$ cat src/rtl/lp_esc_receiver.sv
// LP escape-mode receiver for one D-PHY data lane.
// Synchronizes and glitch-filters the Dp/Dn pair, follows the LP state
// sequence, and decodes the escape entry command, LPDT bytes, ULPS and
// reset-trigger.
// Optional build macro: LP_TIMEOUT_EN adds an idle-line watchdog that
// aborts a stalled escape sequence after TIMEOUT_CYC cycles.
//
// state        | meaning
// -------------+-----------------------------------------------------
// ST_STOP      | idle, line LP-11
// ST_ESC1      | LP-10 seen, first step of escape entry
// ST_ESC2      | LP-00 seen after LP-10
// ST_ESC3      | LP-01 seen, waiting for the space that starts the command
// ST_SPACE     | LP-00 between marks
// ST_MARK1     | LP-10 mark (bit 1, or exit mark when followed by LP-11)
// ST_MARK0     | LP-01 mark (bit 0)
// ST_HSWAIT    | HS request seen, waiting for LP-11
// ST_WAIT_STOP | after a protocol error, waiting for LP-11
module lp_esc_receiver #(
  parameter int FILT_CYC    = 4,
  parameter int TIMEOUT_CYC = 2000000
) (
  input  logic       i_CLK_100MHZ,
  input  logic       i_reset,
  input  logic       i_lp_p,
  input  logic       i_lp_n,
  output logic [7:0] o_rx_data,
  output logic       o_rx_valid,
  output logic [7:0] o_cmd,
  output logic       o_cmd_valid,
  output logic       o_lpdt_active,
  output logic       o_ulps_active,
  output logic       o_trigger,
  output logic       o_stop_state,
  output logic       o_err_esc,
  output logic       o_err_sync
);

  typedef enum logic [3:0] {
    ST_STOP, ST_ESC1, ST_ESC2, ST_ESC3, ST_SPACE,
    ST_MARK1, ST_MARK0, ST_HSWAIT, ST_WAIT_STOP
  } state_t;

  typedef enum logic [1:0] {PH_CMD, PH_LPDT, PH_ULPS, PH_IGNORE} phase_t;

  logic [1:0] sync1, sync2;
  logic [1:0] line_f, cand;
  logic [3:0] filt_cnt;
  logic [4:0] filt_cnt_inc;
  logic       f_chg;

  state_t     state, state_n;
  phase_t     phase, phase_n;
  logic [2:0] bit_cnt, cnt_n;
  logic [7:0] shreg, sh_n;
  logic [7:0] data_n, cmd_n, rx_byte;
  logic       lpdt_n, ulps_n, rxv_n, cmdv_n, trig_n, erre_n, errs_n;
  logic       commit, bit_val, abort;
  logic       to_hit;

  // Two-flop synchronizer; the idle line is LP-11
  always_ff @(posedge i_CLK_100MHZ or posedge i_reset) begin
    if (i_reset) begin
      sync1 <= 2'b11;
      sync2 <= 2'b11;
    end else begin
      sync1 <= {i_lp_p, i_lp_n};
      sync2 <= sync1;
    end
  end

  // A new value must be seen on FILT_CYC consecutive samples; a different
  // mismatching value restarts the count with itself as the candidate.
  assign filt_cnt_inc = (sync2 == cand) ? ({1'b0, filt_cnt} + 5'd1) : 5'd1;

  // Glitch filter producing the line state the FSM acts on
  always_ff @(posedge i_CLK_100MHZ or posedge i_reset) begin
    if (i_reset) begin
      line_f   <= 2'b11;
      cand     <= 2'b11;
      filt_cnt <= 4'd0;
      f_chg    <= 1'b0;
    end else begin
      f_chg <= 1'b0;
      if (sync2 == line_f) begin
        filt_cnt <= 4'd0;
      end else if (filt_cnt_inc >= 5'(FILT_CYC)) begin
        line_f   <= sync2;
        cand     <= sync2;
        filt_cnt <= 4'd0;
        f_chg    <= 1'b1;
      end else begin
        cand     <= sync2;
        filt_cnt <= filt_cnt_inc[3:0];
      end
    end
  end

`ifdef LP_TIMEOUT_EN
  localparam int TW = $clog2(TIMEOUT_CYC + 1);
  logic [TW-1:0] to_cnt;
  logic          to_clr;

  assign to_clr = f_chg || (state == ST_STOP) || (state == ST_HSWAIT) || o_ulps_active;
  assign to_hit = !to_clr && (to_cnt == TW'(TIMEOUT_CYC - 1));

  // Idle-line watchdog; restarts on any line activity or in the resting states
  always_ff @(posedge i_CLK_100MHZ or posedge i_reset) begin
    if (i_reset) begin
      to_cnt <= '0;
    end else if (to_clr || to_hit) begin
      to_cnt <= '0;
    end else begin
      to_cnt <= to_cnt + 1'b1;
    end
  end
`else
  // Watchdog compiled out; the FSM waits on the line indefinitely
  assign to_hit = 1'b0 & (TIMEOUT_CYC != 0);
`endif

  // Next-state, bit assembly and output pulse decode
  always_comb begin
    state_n = state;
    phase_n = phase;
    cnt_n   = bit_cnt;
    sh_n    = shreg;
    data_n  = o_rx_data;
    cmd_n   = o_cmd;
    lpdt_n  = o_lpdt_active;
    ulps_n  = o_ulps_active;
    rxv_n   = 1'b0;
    cmdv_n  = 1'b0;
    trig_n  = 1'b0;
    erre_n  = 1'b0;
    errs_n  = 1'b0;
    commit  = 1'b0;
    bit_val = 1'b0;
    abort   = 1'b0;
    rx_byte = 8'd0;

    if (f_chg) begin
      case (state)
        ST_STOP: begin
          case (line_f)
            2'b10: state_n = ST_ESC1;
            2'b01: state_n = ST_HSWAIT;
            2'b00: begin state_n = ST_WAIT_STOP; erre_n = 1'b1; end
            default: ;
          endcase
        end
        ST_ESC1: begin
          case (line_f)
            2'b00: state_n = ST_ESC2;
            2'b11: state_n = ST_STOP;
            default: begin state_n = ST_WAIT_STOP; erre_n = 1'b1; end
          endcase
        end
        ST_ESC2: begin
          case (line_f)
            2'b01: state_n = ST_ESC3;
            2'b11: state_n = ST_STOP;
            default: begin state_n = ST_WAIT_STOP; erre_n = 1'b1; end
          endcase
        end
        ST_ESC3: begin
          case (line_f)
            2'b00: begin state_n = ST_SPACE; phase_n = PH_CMD; cnt_n = 3'd0; end
            2'b11: state_n = ST_STOP;
            default: begin state_n = ST_WAIT_STOP; erre_n = 1'b1; end
          endcase
        end
        ST_SPACE: begin
          case (line_f)
            2'b10: state_n = ST_MARK1;
            2'b01: begin
              if (phase == PH_ULPS) begin
                state_n = ST_WAIT_STOP;
                erre_n  = 1'b1;
                abort   = 1'b1;
              end else begin
                state_n = ST_MARK0;
              end
            end
            default: begin
              // LP-11 straight from a space is not a proper exit
              state_n = ST_STOP;
              abort   = 1'b1;
              if (bit_cnt != 3'd0) errs_n = 1'b1;
              else                 erre_n = 1'b1;
            end
          endcase
        end
        ST_MARK1: begin
          case (line_f)
            2'b00: begin commit = 1'b1; bit_val = 1'b1; state_n = ST_SPACE; end
            2'b11: begin
              state_n = ST_STOP;
              abort   = 1'b1;
              errs_n  = (bit_cnt != 3'd0);
            end
            default: begin state_n = ST_WAIT_STOP; erre_n = 1'b1; abort = 1'b1; end
          endcase
        end
        ST_MARK0: begin
          case (line_f)
            2'b00: begin commit = 1'b1; bit_val = 1'b0; state_n = ST_SPACE; end
            2'b11: begin state_n = ST_STOP; erre_n = 1'b1; abort = 1'b1; end
            default: begin state_n = ST_WAIT_STOP; erre_n = 1'b1; abort = 1'b1; end
          endcase
        end
        ST_HSWAIT, ST_WAIT_STOP: begin
          if (line_f == 2'b11) state_n = ST_STOP;
        end
        default: state_n = ST_WAIT_STOP;
      endcase
    end

    if (commit) begin
      sh_n[bit_cnt] = bit_val;
      cnt_n         = bit_cnt + 3'd1;
      if (bit_cnt == 3'd7) begin
        rx_byte = sh_n;
        case (phase)
          PH_CMD: begin
            cmd_n  = rx_byte;
            cmdv_n = 1'b1;
            case (rx_byte)
              8'h87: begin phase_n = PH_LPDT; lpdt_n = 1'b1; end
              8'h78: begin phase_n = PH_ULPS; ulps_n = 1'b1; end
              8'h46: begin phase_n = PH_IGNORE; trig_n = 1'b1; end
              default: phase_n = PH_IGNORE;
            endcase
          end
          PH_LPDT: begin
            data_n = rx_byte;
            rxv_n  = 1'b1;
          end
          default: ;
        endcase
      end
    end

    if (to_hit) begin
      state_n = ST_WAIT_STOP;
      erre_n  = 1'b1;
      abort   = 1'b1;
    end

    if (abort) begin
      lpdt_n = 1'b0;
      ulps_n = 1'b0;
      cnt_n  = 3'd0;
      sh_n   = 8'd0;
    end
  end

  // FSM, shift register and registered outputs
  always_ff @(posedge i_CLK_100MHZ or posedge i_reset) begin
    if (i_reset) begin
      state         <= ST_STOP;
      phase         <= PH_CMD;
      bit_cnt       <= 3'd0;
      shreg         <= 8'd0;
      o_rx_data     <= 8'd0;
      o_rx_valid    <= 1'b0;
      o_cmd         <= 8'd0;
      o_cmd_valid   <= 1'b0;
      o_lpdt_active <= 1'b0;
      o_ulps_active <= 1'b0;
      o_trigger     <= 1'b0;
      o_err_esc     <= 1'b0;
      o_err_sync    <= 1'b0;
    end else begin
      state         <= state_n;
      phase         <= phase_n;
      bit_cnt       <= cnt_n;
      shreg         <= sh_n;
      o_rx_data     <= data_n;
      o_rx_valid    <= rxv_n;
      o_cmd         <= cmd_n;
      o_cmd_valid   <= cmdv_n;
      o_lpdt_active <= lpdt_n;
      o_ulps_active <= ulps_n;
      o_trigger     <= trig_n;
      o_err_esc     <= erre_n;
      o_err_sync    <= errs_n;
    end
  end

  assign o_stop_state = (state == ST_STOP) && (line_f == 2'b11);

endmodule

$ cat config.mk
export PLATFORM = sky130hd
export DESIGN_NAME = lp_esc_receiver
export DESIGN_NICKNAME = d
export VERILOG_FILES = /design/src/rtl/lp_esc_receiver.sv
export SDC_FILE = /design/constraint.sdc
export NUM_CORES = 1
export LEC_CHECK = 0
export CAP_MARGIN = 5
export CORE_MARGIN = 3
export CORE_UTILIZATION = 38
export CTS_CLUSTER_DIAMETER = 60
export DETAILED_ROUTE_END_ITERATION = 8
export SKIP_LAST_GASP = 1
export SYNTH_ARGS = -nofsm -noshare
export SYNTH_HDL_FRONTEND = slang
export SYNTH_SLANG_ARGS = --single-unit
$ cat constraint.sdc
create_clock -name i_CLK_100MHZ -period 2.5 [get_ports i_CLK_100MHZ]
set_clock_uncertainty 0.15 [all_clocks]
set_input_delay 0.75 -clock i_CLK_100MHZ [delete_from_list [all_inputs] [get_ports i_CLK_100MHZ]]
set_output_delay 0.75 -clock i_CLK_100MHZ [all_outputs]
set_load 0.02 [all_outputs]
## Word level (Yosys, flattened, before mapping)

Index checks and enable logic that the tools add are counted.

- Add/sub/neg operators: 2
- Multipliers: 0
- Div/mod/pow operators: 0
- Order comparisons: 3
- Equal/unequal tests: 21
- Shift operators: 0
- Mux-type cells: 71
- Bitwise operators: 1
- Reductions and logical operators: 28

Operators with widths:

| cell | count |
|---|---|
| 1-bit 2-to-1 mux | 39 |
| 4-bit one-hot mux with 2 select lines | 4 |
| 4-bit one-hot mux with 6 select lines | 1 |
| 4-bit by 3-bit == test with 1-bit output, second input constant | 4 |
| 8-bit by 7-bit == test with 1-bit output, second input constant | 2 |
| 4-bit 2-to-1 mux | 4 |
| 8-bit 2-to-1 mux | 2 |
| 3-bit 2-to-1 mux | 5 |
| 2-bit 2-to-1 mux | 6 |
| 4-bit one-hot mux with 3 select lines | 1 |
| 3-bit AND reduction | 4 |
| 3-bit nonzero test | 4 |
| 2-bit nonzero test | 5 |
| 2-bit OR reduction | 5 |
| 8-bit bitwise mux | 1 |
| 4-bit by 2-bit == test with 1-bit output, second input constant | 2 |
| 8-bit == test, second input constant | 1 |
| 1-bit one-hot mux with 2 select lines | 4 |
| 4-bit AND reduction | 2 |
| 2-bit == test, second input constant | 3 |
| 3-bit OR reduction | 2 |
| 4-bit by 1-bit adder with 5-bit output, second input constant | 1 |
| 5-bit by 3-bit >= comparator with 1-bit output, second input constant | 1 |
| 5-bit 2-to-1 mux | 1 |
| other kinds (18) | 22 |

- Bits in registers: 53
- Latch bits: 0
- RAM bits: 0
- Bits in read-only memories: 0
- Word-level logic and storage cells: 145
- Memories: 0

## Logic depth before layout (Yosys ltp)

Gate-level depths: netlist (run 1).

- Depth in word-level cells: 11
- Mapped depth: 9
- Mapped depth without buffers: 7

## Least setup slack after synthesis (run 1)

OpenSTA, ideal clock, no wires.

- Kind: reg2reg
- Start point: register line_f[0]
- End point: register state[0]
- Arrival: 1,992 ps
- Required time: 2,232 ps
- Slack: 240 ps
- Stages on the path, launching flop included: 8
- Path buffers: 1
- Clock period less this slack: 2,260 ps
- Cells stage by stage: dfstp_2 inv_1 ha_1 buf_2 or3_1 o221ai_1 nor4_1 a21o_1

- Cells in the longest elaborated chain, start to end: 3
- Elaborated cells on any way between the ends: 11

Ends and longest elaborated chain:

| item | line | RTL |
|---|---|---|
| start, declared | 47 | `logic [1:0] line_f, cand;` |
| start signal, assigned | 88 | `line_f <= sync2;` |
| 2-bit by 1-bit == test with 1-bit output, or another cell as far along | 145, 160, 174 |  |
| 4-bit one-hot mux with 3 select lines, or another cell as far along | 145 | `case (line_f)` |
| 4-bit one-hot mux with 6 select lines / 3-bit AND reduction (equally long branches) | n/a |  |
| end signal, assigned | 275 | `state <= state_n;` |
| end, declared | 52 | `state_t state, state_n;` |

Parallel ways exist; a longest one is shown, timed or not.
A chain may end at the register's enable or synchronous reset.

## Final worst setup path (run 1)

- Start point: register line_f[0]
- End point: output o_stop_state

- Cells in the longest elaborated chain, start to end: 2

Ends and longest elaborated chain:

| item | line | RTL |
|---|---|---|
| 2-bit == test | 291 | `assign o_stop_state = (state == ST_STOP) && (line_f == 2'b11);` |
| 1-bit logical AND | 291 |  |
| end, declared | 34 | `output logic o_stop_state,` |

No other way between the ends.

==> results of run 1 <==
[cell usage after synthesis (2+ instances only)]
cell,number,area [sq um]
dfrtp_1,45,1130
nand2_1,22,82.6
o21ai_0,22,110
a21oi_1,18,90.1
nor2_1,17,63.8
nand3_1,12,60.1
ha_1,11,138
inv_1,10,37.5
dfstp_2,8,210
buf_2,7,35.0
nor2b_1,7,43.8
nor3_1,6,30.0
and2_1,5,31.3
nand2b_1,5,31.3
nor3b_1,5,37.5
o211ai_1,5,37.5
xor2_1,5,43.8
a22o_1,4,35.0
a31oi_1,4,25.0
buf_4,4,30.0
mux2_2,4,45.0
nand3b_1,4,30.0
nor4_1,4,25.0
a221oi_1,3,26.3
buf_6,3,33.8
clkbuf_1,3,11.3
nand4_1,3,18.8
nand4b_1,3,26.3
o21ai_1,3,15.0
or3_1,3,18.8
a21o_1,2,15.0
mux2i_1,2,20.0
o21a_1,2,15.0
o221ai_1,2,17.5
[worst max-delay path: stages (launching register included)]
cell	delay [ns]
dfstp_2	0.61
ha_1	0.18
and2_1	0.12
clkdlybuf4s15_2	0.25
[sequential cells by signal (all words and copies together) (netlist names), 2 cells and up]
name / cells
bit_cnt: 3
cand: 2
filt_cnt: 4
line_f: 2
o_cmd: 8
o_rx_data: 8
phase: 2
shreg: 8
state: 4
sync1: 2
sync2: 2
[layout make-up]
cell class,instances,area [sq um],share of cell area [%]
repair buffers,48,442,12.6
clock buffers,6,82.6,2.36
flip-flops and latches,53,1340,38.3
inverters,11,41.3,1.18
clock inverters,2,17.5,0.501
multi-input cells,213,1450,41.5
well taps,99,124,3.55
[path summary, 6_finish.rpt]
path,slack [ns],start,end
setup / recovery,0.11,line_f[0]$_DFFE_PP1P_,o_stop_state
hold / removal,0.21,sync1[1]$_DFF_PP1_,sync2[1]$_DFF_PP1_
setup reg to reg,0.22,line_f[0]$_DFFE_PP1P_,o_ulps_active$_DFFE_PP0P_
hold reg to reg,0.21,sync1[1]$_DFF_PP1_,sync2[1]$_DFF_PP1_
max in group asynchronous,1.10,i_reset,line_f[1]$_DFFE_PP1P_
min in group asynchronous,0.56,i_reset,phase[0]$_DFF_PP0_
[per-layer routing]
layer  up-vias  track usage, %  share of wire [%]
li1       1138               -                  -
met1      1086            22.1                 51
met2        38            25.4                 45
met3         8            2.96                3.0
met4         0            4.81                1.6
met5         -               0                  0
[timing repair]
action                     4_1_cts  5_1_grt
setup endpoints to repair        1        1
gates cloned                     0        0
resized for setup                3        1
[through the flow]
step / hold WS (ns) / utilization, % / area [sq um]
final: 0.212 / 47.4 / 3490
after global routing: 0.219 / 47.4 / 3490
after CTS: 0.212 / 47.3 / 3490
after detailed placement: 0.197 / 46.0 / 3390
after global placement: 0.196 / 46.0 / 3390
after floorplan: 0.195 / - / 2940
[kinds of logic after synthesis]
logic type | synth area share (%)
AND/OR/NAND/NOR | 21.8
other | 0.128
flip-flops | 45.6
AO/OA/AOI/OAI | 18.5
XOR/XNOR | 1.79
buffers and inverters | 5.29
multiplexers | 2.22
adder cells (fa/ha/maj) | 4.69
[power by group]
part	total [W]	internal [W]	leakage (nW)	switching, W
clock	0.000531	0.000231	0.0518	0.000300
sequential	0.00109	0.000977	0.700	0.000114
combinational	0.00110	0.000495	0.706	0.000609
==> impl_metrics.py, run 1 <==
metrics = {
    "run_status": {
        "status": "completed",
    },
    "sta": {
        "drv_slew": 0,
        "fin_tns_setup_ns": 0,
        "fmax_mhz": 419,
        "finalSetupViolCount": 0,
        "post-route-period-util_pct": 95.4,
        "relSlewSlack_pct": 65.6,
        "setup_ws_ns": 0.115,
        "tightest_slew_ns": 0.515,
        "hold_viol": 0,
        "min_period_ns": 2.39,
    },
    "clock_tree": {
        "worst_skew_pair.late_latency_ns": 0.32,
        "htree_levels": 2,
        "root_buffer": "clkbuf_8",
        "clk_pin_slew_ns": 0.11,
        "clockBufferDepth": 2,
        "cts_tree": "done",
        "cts_buffers": 5,
        "post-cts-setup-buffers": 0,
        "cts_sinks": 53,
        "postCtsHoldBufs": 0,
    },
    "worst_setup_path": {
        "worst_setup_path_end_kind": "primary output",
        "path_class": "reg -> out",
        "worstPathArrival_ns": 1.49,
        "critPathRequiredTime_ns": 1.60,
        "path_max_fanout": 6,
        "start_kind": "register",
        "r2r_cells": 8,
    },
    "route": {
        "final_antenna_net_count": 0,
        "vias": 2270,
        "viasPerCell": 5.25,
        "drc": 0,
        "dr.pass1.iters": 4,
        "routedWlPerCell_um": 14.5,
        "routed_wl_um": 6250,
        "drt_first_iter_violations": 98,
    },
    "finish": {
        "fin_nets": 347,
        "finalNonFillerCells": 432,
        "final_common_cell": "dfrtp_1",
        "diodes": 0,
        "mostFrequentLayoutCells": "dfrtp_1, clkdlybuf4s50_1, nand2_1, o21ai_0, buf_4",
        "fill_cells": 720,
        "area_growth_pct": 19.1,
        "drive_gt1_share_pct": 17.1,
    },
    "placed_design": {
        "dp.cells": 424,
        "place.gp.congestion": 0.862,
        "port_buffers": 27,
        "place_ws_ns": 0.0652,
        "dpl.hpwl_um": 4450,
    },
    "synthesis": {
        "ys_ff_latch": 53,
        "synth.avg_cell_area_sq_um": 9.98,
        "syn_inst": 294,
        "synth_area_sq_um": 2930,
        "synth_cell_types": 65,
        "synth-edff-count": 0,
        "yosysWarnings": 0,
        "ys_async_sr_fraction_pct": 100,
        "seq_area_frac_synth_pct": 45.6,
        "synth_ff_type": "dfrtp_1",
    },
    "grt": {
        "grt_pass1_vias": 2389,
        "grt.overflow.total": 0,
        "grt_pass1_wl_um": 11200,
        "grt_max_degree": 33,
        "antenna_found_initial": 0,
        "grt_usage_pct": 16.0,
    },
    "floorplan": {
        "io_pins": 28,
        "core_area_sq_um": 7370,
        "dieArea_sq_um": 8810,
        "row_count": 31,
        "start_util_pct": 39.8,
        "die_w_um": 93.9,
        "die_y_um": 93.9,
    },
    "pwr": {
        "total_power_w": 0.00273,
        "powerDensity_nw_per_um2": 780,
        "p_leak_nw": 1.46,
        "peakVddDrop_mv": 0.341,
    },
    "hold_path": {
        "whs_path_depth": 0,
        "hp-class": "reg -> reg",
    },
    "run": {
        "maxCapViolCount": 0,
    },
}
Note: power is estimated with default switching activity, not from simulation.
==> run 2, diff against run 1 <==
--- a/config.mk
+++ b/config.mk
@@ -10,7 +10,9 @@
 export CORE_UTILIZATION = 38
 export CTS_CLUSTER_DIAMETER = 60
 export DETAILED_ROUTE_END_ITERATION = 8
+export SETUP_SLACK_MARGIN = 0.15
 export SKIP_LAST_GASP = 1
+export SLEW_MARGIN = 40
 export SYNTH_ARGS = -nofsm -noshare
 export SYNTH_HDL_FRONTEND = slang
 export SYNTH_SLANG_ARGS = --single-unit
==> run 2 against run 1 <==
  * Cell area is 2.1% higher
  * Worst setup slack better by 0.11 ns
  * Highest routed layer unchanged
  * Fmax is 4.7% higher
  * Register-to-register slack better by 0.04 ns
  * Critical path depth is 1 higher
  * Sequential power hardly changed
  * Clock power hardly changed
  * Die area stayed put
  * Total power is 2.6% higher
  * Critical path type unchanged
  * Largest cell class unchanged
  * Worst hold slack hardly changed
==> impl_metrics.py, run 2 (synthesis gave the netlist of run 1 again) <==
metrics = {
    "pwr": {
        "peakVddDrop_mv": 0.350,
        "intPower_w": 0.00174,
        "comb_power_share_pct": 42.5,
        "p_leak_nw": 1.47,
        "powerDensity_nw_per_um2": 784,
        "p_sw_share_pct": 37.8,
        "pwr-share-clk_pct": 18.9,
        "seqPwrFrac_pct": 38.6,
        "p_switching_w": 0.00106,
    },
    "floorplan": {
        "row_count": 31,
        "dieArea_sq_um": 8810,
        "die_w_um": 93.9,
        "io_pins": 28,
        "core_area_sq_um": 7370,
        "die_y_um": 93.9,
        "start_util_pct": 39.8,
    },
    "worst_setup_path": {
        "start_kind": "register",
        "cp_num_buf_inv": 1,
        "worst_setup_path_end_kind": "primary output",
        "crit_chain": "or2_1 > nor3_2 > and2_1 > buf_2",
        "critPathRequiredTime_ns": 1.60,
        "r2r_cells": 7,
        "path_class": "reg -> out",
        "max_stage_delay_ns": 0.39,
        "cp_slowest_cell": "dfrtp_1",
        "cp_num_cells": 4,
        "path_max_fanout": 2,
        "path_delay_family": "simple AND/OR/NAND/NOR gates",
        "worstPathArrival_ns": 1.38,
    },
    "hold_path": {
        "whs_path_depth": 0,
        "hp-class": "reg -> reg",
    },
    "route": {
        "routed_wl_um": 6360,
        "drt_first_iter_violations": 124,
        "vias": 2307,
        "routedWlPerCell_um": 14.7,
        "dr.pass1.iters": 4,
        "viasPerCell": 5.32,
        "drc": 0,
        "final_antenna_net_count": 0,
    },
    "run": {
        "maxCapViolCount": 0,
    },
    "finish": {
        "mostFrequentLayoutCells": "dfrtp_1, clkdlybuf4s50_1, nand2_1",
        "fill_cells": 711,
        "top_regs": "o_cmd: 8 flops, o_rx_data: 8 flops, shreg: 8 flops",
        "design_area_sq_um": 3570,
        "area_growth_pct": 21.7,
        "drive_gt1_share_pct": 20.0,
        "fin_nets": 349,
        "diodes": 0,
        "finalNonFillerCells": 434,
        "fin_util_pct": 48.4,
        "final_common_cell": "dfrtp_1",
    },
    "run_status": {
        "status": "completed",
    },
    "grt": {
        "grt_max_degree": 33,
        "grt_usage_pct": 16.1,
        "grt_pass1_wl_um": 11300,
        "antenna_found_initial": 0,
        "grt_pass1_vias": 2406,
        "grt.overflow.total": 0,
    },
    "clock_tree": {
        "worst_skew_pair.late_latency_ns": 0.32,
        "clockBufferDepth": 2,
        "cts_sinks": 53,
        "clk_pin_slew_ns": 0.11,
        "cts_buffers": 5,
        "cts_tree": "done",
        "root_buffer": "clkbuf_8",
        "htree_levels": 2,
    },
    "sta": {
        "fmax_mhz": 439,
        "rsz0062_at_grt": "yes",
        "hold_viol": 0,
        "fin_tns_setup_ns": 0,
        "drv_slew": 0,
        "finalSetupViolCount": 0,
        "post-route-period-util_pct": 91.1,
        "setup_ws_ns": 0.222,
        "min_period_ns": 2.28,
    },
    "placed_design": {
        "dpl.hpwl_um": 4450,
        "place.gp.congestion": 0.862,
        "port_buffers": 27,
        "place_ws_ns": 0.0652,
        "dp.cells": 424,
        "placed_area_sq_um": 3390,
    },
}
==> run 2: power groups by stage <==
| stage | clock, W | sequential [W] | combinational (W) |
|---|---|---|---|
| 2_1_floorplan | 0 | 0.00107 | 0.000856 |
| 3_3_place_gp | 0 | 0.00110 | 0.00109 |
| 3_5_place_dp | 0 | 0.00111 | 0.00110 |
| 4_1_cts | 0.000552 | 0.00108 | 0.00112 |
| 5_1_grt | 0.000589 | 0.00110 | 0.00133 |
| 6_report | 0.000529 | 0.00108 | 0.00119 |
==> run 2: path summary, 6_finish.rpt <==
kind	start	endpoint	slack, ns
min in group asynchronous	i_reset	f_chg$_DFF_PP0_	0.57
max in group asynchronous	i_reset	line_f[1]$_DFFE_PP1P_	1.10
min	sync1[1]$_DFF_PP1_	sync2[1]$_DFF_PP1_	0.21
min reg2reg	sync1[1]$_DFF_PP1_	sync2[1]$_DFF_PP1_	0.21
max	state[2]$_DFFE_PP0P_	o_stop_state	0.22
max reg2reg	line_f[1]$_DFFE_PP1P_	phase[1]$_DFF_PP0_	0.26
==> run 2: area by class of cell <==
| cell class | count | area [sq um] | share of cell area, % |
|---|---|---|---|
| Timing Repair Buffer | 50 | 458 | 12.8 |
| Clock buffer | 6 | 82.6 | 2.31 |
| Clock inverter | 2 | 17.5 | 0.491 |
| Sequential cell | 53 | 1340 | 37.5 |
| Multi-Input combinational cell | 213 | 1510 | 42.3 |
| Inverter | 11 | 41.3 | 1.16 |
| Tap cell | 99 | 124 | 3.47 |
==> run 2: repair_timing <==
item | 4_1_cts | 5_1_grt
cloned | 0 | 0
pin swaps | 0 | 3
endpoints found under the setup margin | 1 | 21
gates resized for setup | 5 | 13
hold buffers | 0 | 0
buffers inserted | 1 | 1
==> run 2: through the flow <==
stage | power, W | hold WS [ns]
after floorplan | 0.00193 | 0.195
after global placement | 0.00219 | 0.196
after detailed placement | 0.00220 | 0.197
after CTS | 0.00276 | 0.212
after global routing | 0.00302 | 0.219
final | 0.00280 | 0.212
==> run 2: per-layer routing <==
layer / share of wire [%] / vias to the layer above / track usage (%) / wire (um)
met5: 0 / - / 0 / 0
met4: 1.7 / 0 / 5.05 / 109
met3: 3.1 / 11 / 3.04 / 197
met2: 46 / 49 / 25.5 / 2890
met1: 50 / 1107 / 22.1 / 3160
li1: - / 1140 / - / -
==> run 2: worst reg2reg max path, cell delays in order (launching register included) <==
cell	delay [ns]
dfstp_2	0.40
inv_1	0.15
ha_4	0.18
nand4b_4	0.17
or3_4	0.44
o211ai_1	0.24
o2111ai_2	0.19
a22o_1	0.24
